<file path="config.mk">
export PLATFORM = sky130hd
export DESIGN_NAME = replay_sched
export DESIGN_NICKNAME = d
export VERILOG_FILES = /design/src/rtl/replay_sched.sv
export SDC_FILE = /design/constraint.sdc
export NUM_CORES = 1
export LEC_CHECK = 0
export ABC_AREA = 0
export BUFFER_PORTS_ARGS = -buffer_cell sky130_fd_sc_hd__buf_4
export CAP_MARGIN = 20
export CORE_ASPECT_RATIO = 1.2
export CORE_MARGIN = 3
export CORE_UTILIZATION = 55
export CTS_CLUSTER_DIAMETER = 150
export DETAILED_ROUTE_END_ITERATION = 8
export GPL_ROUTABILITY_DRIVEN = 0
export PLACE_DENSITY = 0.88
export RECOVER_POWER = 100
export SKIP_LAST_GASP = 1
export SYNTH_ARGS = -nofsm -noshare
export SYNTH_HDL_FRONTEND = slang
export SYNTH_SLANG_ARGS = --single-unit
</file>
<file path="constraint.sdc">
create_clock -name clk -period 4.4 [get_ports clk]
set_clock_uncertainty 0.15 [all_clocks]
set_input_delay 0.44 -clock clk [delete_from_list [all_inputs] [get_ports clk]]
set_output_delay 0.44 -clock clk [all_outputs]
set_load 0.005 [all_outputs]
</file>
<file path="src/rtl/replay_sched.sv">
// replay_sched: schedules read requests toward the replay memory reader.
// On a rising edge of start_replay (seen in IDLE) it snapshots the packet
// count, loop count and inter-packet gap, then walks packet indices
// 0..mem_high_store-1 once per pass, inserting ipg_cycles idle cycles after
// every accepted request, until loop_cnt passes are done (0 = forever) or
// start_replay is dropped.
//
// Ports:
//   clk             sole clock, rising edge
//   reset, sw_rst   synchronous active-high resets (identical effect)
//   start_replay    level enable; rising edge starts a replay
//   mem_high_store  number of stored packets
//   loop_cnt        passes per replay, 0 = infinite
//   ipg_cycles      idle cycles after each accepted request
//   rd_req_vld/rd_req_ready/rd_addr   read request handshake and index
//   busy            replay in progress (ISSUE or GAP)
//   replay_done     replay finished normally (DONE)
//   loops_done, pkt_sent, cycle_count  statistics of current/last replay
module replay_sched #(
  parameter int QDR_ADDR_WIDTH  = 19,
  parameter int LOOP_WIDTH      = 16,
  parameter int GAP_WIDTH       = 16,
  parameter int TIMESTAMP_WIDTH = 64
) (
  input  logic                       clk,
  input  logic                       reset,
  input  logic                       sw_rst,
  input  logic                       start_replay,
  input  logic [QDR_ADDR_WIDTH-1:0]  mem_high_store,
  input  logic [LOOP_WIDTH-1:0]      loop_cnt,
  input  logic [GAP_WIDTH-1:0]       ipg_cycles,
  output logic                       rd_req_vld,
  input  logic                       rd_req_ready,
  output logic [QDR_ADDR_WIDTH-1:0]  rd_addr,
  output logic                       busy,
  output logic                       replay_done,
  output logic [LOOP_WIDTH-1:0]      loops_done,
  output logic [31:0]                pkt_sent,
  output logic [TIMESTAMP_WIDTH-1:0] cycle_count
);

  typedef enum logic [1:0] {IDLE, ISSUE, GAP, DONE} state_t;

  state_t                     state_reg;
  logic                       start_d_reg;
  // Set once start_replay has been seen low since the last reset, so a start
  // level that is still high coming out of reset is not mistaken for an edge.
  logic                       arm_reg;
  logic [QDR_ADDR_WIDTH-1:0]  mhs_reg;
  logic [LOOP_WIDTH-1:0]      loop_reg;
  logic [GAP_WIDTH-1:0]       ipg_reg;
  logic [GAP_WIDTH-1:0]       gap_cnt_reg;
  logic [QDR_ADDR_WIDTH-1:0]  rd_addr_reg;
  logic [LOOP_WIDTH-1:0]      loops_done_reg;
  logic [31:0]                pkt_sent_reg;
  logic [TIMESTAMP_WIDTH-1:0] cycle_count_reg;

  logic                       start_edge;
  logic                       handshake;
  logic                       end_of_pass;
  logic                       last_loop;
  logic [LOOP_WIDTH-1:0]      loops_inc;

  assign start_edge  = start_replay && !start_d_reg && arm_reg;
  assign handshake   = (state_reg == ISSUE) && rd_req_ready;
  assign end_of_pass = (rd_addr_reg == mhs_reg - QDR_ADDR_WIDTH'(1));
  assign loops_inc   = loops_done_reg + LOOP_WIDTH'(1);
  assign last_loop   = end_of_pass && (loop_reg != '0) && (loops_inc == loop_reg);

  always_ff @(posedge clk) begin
    if (reset || sw_rst) begin
      state_reg       <= IDLE;
      start_d_reg     <= 1'b0;
      arm_reg         <= 1'b0;
      mhs_reg         <= '0;
      loop_reg        <= '0;
      ipg_reg         <= '0;
      gap_cnt_reg     <= '0;
      rd_addr_reg     <= '0;
      loops_done_reg  <= '0;
      pkt_sent_reg    <= '0;
      cycle_count_reg <= '0;
    end else begin
      start_d_reg <= start_replay;
      if (!start_replay) begin
        arm_reg <= 1'b1;
      end

      case (state_reg)
        IDLE: begin
          if (start_edge) begin
            mhs_reg         <= mem_high_store;
            loop_reg        <= loop_cnt;
            ipg_reg         <= ipg_cycles;
            rd_addr_reg     <= '0;
            loops_done_reg  <= '0;
            pkt_sent_reg    <= '0;
            cycle_count_reg <= '0;
            state_reg       <= (mem_high_store == '0) ? DONE : ISSUE;
          end
        end

        ISSUE: begin
          cycle_count_reg <= cycle_count_reg + TIMESTAMP_WIDTH'(1);
          // Without a handshake the request (and its address) is held, even
          // when start_replay has dropped.
          if (handshake) begin
            pkt_sent_reg <= pkt_sent_reg + 32'd1;
            if (end_of_pass) begin
              rd_addr_reg <= '0;
              if (loops_done_reg != '1) begin
                loops_done_reg <= loops_inc;
              end
            end else begin
              rd_addr_reg <= rd_addr_reg + QDR_ADDR_WIDTH'(1);
            end

            if (!start_replay) begin
              state_reg <= IDLE;
            end else if (last_loop) begin
              state_reg <= DONE;
            end else if (ipg_reg != '0) begin
              gap_cnt_reg <= ipg_reg;
              state_reg   <= GAP;
            end
          end
        end

        GAP: begin
          cycle_count_reg <= cycle_count_reg + TIMESTAMP_WIDTH'(1);
          if (!start_replay) begin
            state_reg <= IDLE;
          end else if (gap_cnt_reg == GAP_WIDTH'(1)) begin
            state_reg <= ISSUE;
          end else begin
            gap_cnt_reg <= gap_cnt_reg - GAP_WIDTH'(1);
          end
        end

        DONE: begin
          if (!start_replay) begin
            state_reg <= IDLE;
          end
        end

        default: state_reg <= IDLE;
      endcase
    end
  end

  // Outputs come straight from registered state; no input reaches them
  // combinationally.
  assign rd_req_vld  = (state_reg == ISSUE);
  assign busy        = (state_reg == ISSUE) || (state_reg == GAP);
  assign replay_done = (state_reg == DONE);
  assign rd_addr     = rd_addr_reg;
  assign loops_done  = loops_done_reg;
  assign pkt_sent    = pkt_sent_reg;
  assign cycle_count = cycle_count_reg;

endmodule

</file>
### Yosys cells after proc, flatten, opt, wreduce, memory -nomap -nowiden

Index checks and enable logic that the tools add are counted.

* register bits after elaboration: 202
* input port bits: 56
* output and inout bits: 134
* word-level logic and storage cells: 89

* add/sub/neg operators: 6
* eq/ne operators: 19
* multiplexer cells: 31
* reductions and logical operators: 22

Operators by type and width (count)
* $mux 16: 10
* $pmux 64 s2: 1
* $add 64x1->64 const B: 1
* $mux 32: 2
* $mux 64: 1
* $pmux 16 s2: 2
* $pmux 32 s2: 1
* $mux 19: 3
* $pmux 19 s2: 1
* $add 32x1->32 const B: 1
* $reduce_bool 16->1: 2
* $add 19x1->19 const B: 1
* $eq 19x19->1: 1
* $logic_not 19->1: 1
* $sub 19x1->19 const B: 1
* $mux 2: 9
* $add 16x1->16 const B: 1
* $eq 16x1->1 const B: 1
* $eq 16x16->1: 1
* $ne 16x16->1 const B: 1
* $sub 16x1->16 const B: 1
* $ne 2x2->1 const B: 6
* $reduce_and 5->1: 2
* $ne 2x1->1 const B: 4
* 14 further kinds: 23

### Logic depth before layout (Yosys ltp)

Gate-level depths: netlist of run 1.

* word-level depth: 8
* mapped depth: 15
* gate-level depth less buffers: 11

### Least setup slack after synthesis of run 1

OpenSTA, ideal clock, no wires.

* path type: reg2reg
* from: register mhs_reg[2]
* to: register gap_cnt_reg[13]
* library setup time: 0.116 ns
* data arrival time: 3.285 ns
* required time: 4.134 ns
* setup slack: 0.849 ns
* stages on the path, launching flop included: 14
* period minus slack after synthesis: 3.551 ns
* path through: dfxtp_1 buf_6 or4_4 buf_6 or4_4 nor4_4 a211oi_2 nand2b_1 or4_1 o31a_1 buf_6 buf_6 a21oi_2 nor2_1

* word-level cells in the longest chain between the ends: 6

Ends and longest elaborated chain
* from (decl): RTL line 49 `logic [QDR_ADDR_WIDTH-1:0] mhs_reg;`
* from (signal assigned): RTL line 92 `mhs_reg <= mem_high_store;`
* $sub 19x1->19: RTL line 66 `assign end_of_pass = (rd_addr_reg == mhs_reg - QDR_ADDR_WIDTH'(1));`
* $eq 19x19->1: RTL line 66
* $logic_and 1x1->1 (2 in a row): RTL line 68 `assign last_loop = end_of_pass && (loop_reg != '0) && (loops_inc == loop_reg);`
* $ne 2x2->1 (no source line)
* $reduce_and 7->1 (no source line)
* to (signal assigned): RTL line 123 `gap_cnt_reg <= ipg_reg;`
* to (signal assigned): RTL line 136 `gap_cnt_reg <= gap_cnt_reg - GAP_WIDTH'(1);`
* to (decl): RTL line 52 `logic [GAP_WIDTH-1:0] gap_cnt_reg;`

No other way between the ends.
A chain may end at the register's enable or synchronous reset.

### Worst setup path after layout of run 1

* from: register mhs_reg[2]
* to: register loops_done_reg[15] (netlist: loops_done[15])

* word-level cells in the longest chain between the ends: 4

Ends and longest elaborated chain
* $sub 19x1->19: RTL line 66
* $eq 19x19->1: RTL line 66
* $ne 2x1->1 (no source line)
* $reduce_and 5->1 (no source line)
* to (signal assigned): RTL line 112 `loops_done_reg <= loops_inc;`
* to (decl): RTL line 54 `logic [LOOP_WIDTH-1:0] loops_done_reg;`

No other way between the ends.

==> flow_summary.json, run 1 <==
{
  "r2r_slack_ns": 0.33,
  "cp-end-kind": "register",
  "dr.pass1.iters": 5,
  "worstHoldStart": "loop_cnt[5]",
  "final_common_cell": "dfxtp_1",
  "ys_warn_count": 0,
  "outcome": "finished with violations",
  "synth_cells": 1312,
  "mostFrequentLayoutCells": "dfxtp_1 (202), nand2_1 (195), nor2_1 (161)",
  "clk_pin_slew_ns": 0.06,
  "ys_seq_elements": 202,
  "postCtsHoldBufs": 0,
  "grt-ovfl-total": 0,
  "vdd_ir_drop_max_mv": 0.2134,
  "path_max_fanout": 19,
  "avgSynthCellArea_um2": 7.873,
  "antenna_found_initial": 0,
  "wire_per_inst_um": 15.85,
  "rsz0062_at_grt": "no",
  "fmax_mhz": 245.8,
  "post_cts_buffers": 0,
  "arrival_ns": 4.31,
  "fillCellCount": 1539,
  "die_width_um": 131.1,
  "hpwlAfterDp_um": 19520,
  "num_io_pins": 190,
  "path_class": "register to register",
  "htree_levels": 1,
  "cts_made_buffers": 21,
  "setup_viol": 0,
  "synthesis.nets": 1380,
  "drive_gt1_frac": 0.1533,
  "largest_reg_flops": 64,
  "synth_edf_count": 0,
  "register_area_um2": 4044,
  "relSlewSlack": -0.7263,
  "hold_viol": 0,
  "finalCritPeriodShare": 0.9246,
  "hold_end": "loop_reg[5]$_SDFFE_PP0P_",
  "fin_area_um2": 12450,
  "grtUsageTotal": 0.2557,
  "multiInputGateArea_um2": 5907,
  "yosysSeqAreaShare": 0.3915,
  "grt_pass1_wl_um": 45480,
  "grt_max_degree": 62,
  "yosys_most_used_dff": "dfxtp_1",
  "rows": 54,
  "maxCapViolCount": 2,
  "placement.cell_area_um2": 11890,
  "leakagePower_nw": 4.522,
  "holdPathStages": 3,
  "reg2reg_from": "mhs_reg[2]$_SDFFE_PP0P_",
  "reg2reg_depth": 11,
  "cts.sinks": 202,
  "grt_pass1_vias": 9520,
  "rr_endpoint": "loops_done[15]$_SDFFE_PP0P_",
  "area_growth_pct": 20.51,
  "die-height_um": 156.1,
  "post_cts_resized": 0,
  "synthDistinctLibCells": 70,
  "required_ns": 4.65,
  "wl_um": 27470,
  "nets": 1537,
  "start_util": 0.5642,
  "drc": 0,
  "power.density_nw_per_um2": 308.7,
  "ant_nets": 0,
  "synth_area_um2": 10330,
  "violations": "capacitance limit, slew limit",
  "clk_latency_ns": 0.50,
  "finalSetupTns_ns": 0,
  "cts-root-buf": "clkbuf_16",
  "io_buffers": 189,
  "coreArea_um2": 18310,
  "drt_iter0_markers": 698,
  "period_needed_ns": 4.068,
  "slew_violations": 77,
  "worst_hold_path_type": "input pin to register",
  "worstMarginPinSlew_ns": 2.589,
  "vias_per_cell": 5.810,
  "die_area_um2": 20470,
  "synth-async-reset-ratio": 0,
  "num_antenna_cells": 0,
  "tritoncts": "done",
  "worstSetupStartpointType": "register",
  "vias": 10070,
  "cts_buffer_depth": 3
}
## cell type report
type                            count  share of cell area
Tap cell                          252             0.02533
Timing Repair Buffer              202              0.1130
Inverter                           23            0.006935
Multi-Input combinational cell   1019              0.4745
Sequential cell                   202              0.3249
Clock buffer                       29             0.04865
Clock inverter                      6            0.006734
## critical path, stage by stage (launching register included)
cell and delay (ns):
dfxtp_1 0.39, or4_1 0.70, or4_4 0.61, nor2_1 0.16
xnor2_1 0.17, nand4_1 0.16, nor4_1 0.29, buf_4 0.19
a2bb2oi_2 0.12, clkbuf_1 0.71, nand2_1 0.11, a21o_1 0.21
## kinds of logic (layout without fill, tap and decap cells)
| kind of cell | Yosys count | after routing | synth area share |
|---|---|---|---|
| AND/OR/NAND/NOR | 636 | 636 | 0.3015 |
| AO/OA/AOI/OAI | 229 | 229 | 0.1338 |
| flip-flops | 202 | 202 | 0.3915 |
| XOR/XNOR | 138 | 138 | 0.1185 |
| buffers and inverters | 91 | 260 | 0.03609 |
| adder cells (fa/ha/maj) | 12 | 12 | 0.01453 |
| multiplexers | 4 | 4 | 0.004118 |
## per-layer routing
metal	GRT usage	wire length, um	part of all wire	vias up
li1	-	-	-	4882
met1	0.3061	10870	0.40	4748
met2	0.4550	13460	0.49	373
met3	0.06226	2306	0.084	65
met4	0.08304	840	0.031	0
met5	0	0	0	-
## through the flow
stage	std cells	utilization	hold slack (ns)	power (mW)	setup WS, ns
global placement	1697	0.6494	0.2934	2.094	0.6253
finish	1733	0.6799	0.03569	3.843	0.3317
detailed placement	1697	0.6494	0.3035	2.098	0.5361
global route	1733	0.6799	0.02212	3.963	0.1881
CTS	1732	0.6870	0.01806	3.882	0.5225
floorplan	1312	-	0.2846	2.015	0.8492
## cells in the mapped netlist (3+ instances only)
cell / n / area (um^2)
nand3_1: 58 / 290.3
o31ai_1: 8 / 60.06
a211oi_1: 3 / 22.52
nor4_1: 27 / 168.9
nor2b_1: 8 / 50.05
and2_1: 9 / 56.30
nor2_1: 161 / 604.3
a21oi_1: 96 / 480.5
nor3b_1: 7 / 52.55
xor2_1: 85 / 744.5
nand2_1: 195 / 732.0
and4_1: 11 / 96.34
o22ai_1: 3 / 18.77
or4_1: 6 / 45.04
xnor2_1: 52 / 455.4
a21o_1: 3 / 22.52
nand4_1: 42 / 262.8
nand4b_1: 3 / 26.28
o21ai_0: 62 / 310.3
a31oi_1: 6 / 37.54
buf_6: 4 / 45.04
ha_1: 12 / 150.1
or2_2: 7 / 43.79
o41ai_1: 6 / 52.55
and3_1: 30 / 187.7
inv_1: 23 / 86.33
a311oi_1: 3 / 26.28
o211ai_1: 4 / 30.03
nand3b_1: 9 / 67.56
or3_1: 24 / 150.1
clkbuf_1: 63 / 236.5
a31o_2: 3 / 26.28
o2bb2ai_1: 3 / 26.28
dfxtp_1: 202 / 4044
nor3_1: 19 / 95.09
nand2b_1: 8 / 50.05
a211oi_2: 4 / 50.05
## where the power goes
part           internal (mW)  switching (mW)
logic                 0.0811           0.129
clock network           1.07           0.714
registers               1.84         0.00911
total                   2.99           0.852
## worst max path at each step
stage | startpoint | to | slack [ns] | cells after the start
after floorplan | mhs_reg[2]$_SDFFE_PP0P_ | gap_cnt_reg[13]$_SDFFE_PP0P_ | 0.85 | 13
after global placement | mhs_reg[2]$_SDFFE_PP0P_ | gap_cnt_reg[10]$_SDFFE_PP0P_ | 0.63 | 9
after detailed placement | mhs_reg[2]$_SDFFE_PP0P_ | gap_cnt_reg[10]$_SDFFE_PP0P_ | 0.54 | 9
after CTS | mhs_reg[2]$_SDFFE_PP0P_ | gap_cnt_reg[10]$_SDFFE_PP0P_ | 0.52 | 9
after global routing | mhs_reg[2]$_SDFFE_PP0P_ | loops_done[15]$_SDFFE_PP0P_ | 0.19 | 11
final | mhs_reg[2]$_SDFFE_PP0P_ | loops_done[15]$_SDFFE_PP0P_ | 0.33 | 11
(Power assumes the default switching activity.)
==> inputs of run 2 (changes only) <==
Settings changed: GPL_TIMING_DRIVEN set to 0, SLEW_MARGIN set to 40.
==> run 2 against run 1 <==
Net effect:
- the flow now finishes without violations
- highest routed layer unchanged
- worst hold slack got worse by 0.0089 ns
- via count is 4.1% higher
- critical path type unchanged
- largest cell class unchanged
- die area unchanged
- core utilization rose by 1.5 points
==> flow_summary.json, run 2 (synthesis gave the netlist of run 1 again) <==
{
  "outcome": "complete, no violations",
  "grt-ovfl-total": 0,
  "wire_per_inst_um": 16.15,
  "grt_pass1_wl_um": 47540,
  "p_total_mw": 3.879,
  "drt_iter0_markers": 837,
  "die_width_um": 131.1,
  "mostFrequentLayoutCells": "dfxtp_1 (202), nand2_1 (195), nor2_1 (160)",
  "die-height_um": 156.1,
  "holdPathStages": 3,
  "path_max_fanout": 10,
  "required_ns": 4.67,
  "drc": 0,
  "fmax_mhz": 238.4,
  "r2r_slack_ns": 0.21,
  "clk_pin_slew_ns": 0.06,
  "largest_reg_flops": 64,
  "coreArea_um2": 18310,
  "reg2reg_depth": 13,
  "cts.sinks": 202,
  "cts_made_buffers": 22,
  "vdd_ir_drop_max_mv": 0.2811,
  "hpwlAfterDp_um": 21250,
  "cts_buffer_depth": 3,
  "cts-root-buf": "clkbuf_16",
  "die_area_um2": 20470,
  "power.density_nw_per_um2": 305.0,
  "wl_um": 28950,
  "start_util": 0.5642,
  "grtUsageTotal": 0.2699,
  "num_io_pins": 190,
  "drive_gt1_frac": 0.1551,
  "cp-end-kind": "register",
  "slew_violations": 0,
  "final_core_util": 0.6946,
  "maxCapViolCount": 0,
  "post_cts_buffers": 0,
  "period_needed_ns": 4.194,
  "hold_viol": 0,
  "finalCritPeriodShare": 0.9532,
  "path_class": "register to register",
  "htree_levels": 1,
  "arrival_ns": 4.47,
  "grt_pass1_vias": 10040,
  "setup_viol": 0,
  "rsz0062_at_grt": "yes",
  "worstSetupStartpointType": "register",
  "final_common_cell": "dfxtp_1",
  "relSlewSlack": 0.3942,
  "vias": 10490,
  "leakagePower_nw": 4.594,
  "tritoncts": "done",
  "area_growth_pct": 23.12,
  "num_antenna_cells": 0,
  "ant_nets": 0,
  "clk_latency_ns": 0.51,
  "grt_max_degree": 15,
  "vias_per_cell": 5.848,
  "antenna_found_initial": 0,
  "io_buffers": 189,
  "worstMarginPinSlew_ns": 0.9025,
  "dr.pass1.iters": 5,
  "whs_ns": 0.02674,
  "nets": 1593,
  "rows": 54,
  "worst_hold_path_type": "input pin to register"
}
## run 2: cell count changes in the layout (fill, tap and decap cells not counted), moves of 4 or more
cell / previous run / this run
buf_4: 59 / 55
buf_6: 0 / 4
clkbuf_1: 30 / 83
clkinvlp_4: 0 / 5
## run 2: worst paths after layout
path                                            startpoint                           end
worst min register to register    mhs_reg[18]$_SDFFE_PP0P_      mhs_reg[18]$_SDFFE_PP0P_
worst max-delay path            loops_done[0]$_SDFFE_PP0P_  gap_cnt_reg[11]$_SDFFE_PP0P_
worst min-delay path                         ipg_cycles[8]       ipg_reg[8]$_SDFFE_PP0P_
worst max register to register  loops_done[0]$_SDFFE_PP0P_  gap_cnt_reg[11]$_SDFFE_PP0P_
## run 2: power by group
part | leakage [nW] | switching (mW) | internal (mW)
combinational | 2.63 | 0.140 | 0.0881
clock | 0.338 | 0.770 | 1.04
sequential | 1.63 | 0.00848 | 1.84
## run 2: final cells by class
cell class / instances / area, um^2
fill: 1474 / 5592
clock inverter: 12 / 108.9
buffer: 68 / 286.5
multi-input combinational: 1019 / 5927
timing repair buffer: 189 / 1348
inverter: 23 / 86.33
tap: 252 / 315.3
clock buffer: 28 / 603.1
sequential: 202 / 4044
## run 2: per-stage QoR
stage	area [um^2]	setup TNS [ns]	cells	setup WS (ns)
after floorplan	10330	0	1312	0.8492
after global placement	12060	0	1753	0.09078
after detailed placement	12060	-0.02339	1753	-0.01763
after CTS	12780	0	1793	0.1072
after global routing	12720	-0.006021	1793	-0.004476
final	12720	0	1793	0.2060
## run 2: critical path: stages (launching register included)
cell and delay [ns]:
dfxtp_1 0.53, ha_1 0.21, clkbuf_1 0.39, and4_1 0.40, and3_1 0.19, clkbuf_1 0.25, mux2_2 0.38, nand3_1 0.10
o211ai_1 0.11, nor3_1 0.37, and3_1 0.27, clkbuf_1 0.39, o31ai_1 0.15, a21oi_1 0.22
## run 2: what timing repair did
item                       in CTS  in global routing
setup endpoints to repair       2                  5
gates resized for setup         1                  1
hold buffers                    0                  0
cloned                          0                  0
## run 2: metal layers
layer | wire [um] | share of wire | global-route usage | up-vias
met5 | 0 | 0 | 0 | -
met1 | 11450 | 0.40 | 0.3135 | 4936
met4 | 1110 | 0.038 | 0.1176 | 0
met2 | 13970 | 0.48 | 0.4780 | 441
li1 | - | - | - | 5012
met3 | 2427 | 0.084 | 0.06419 | 96
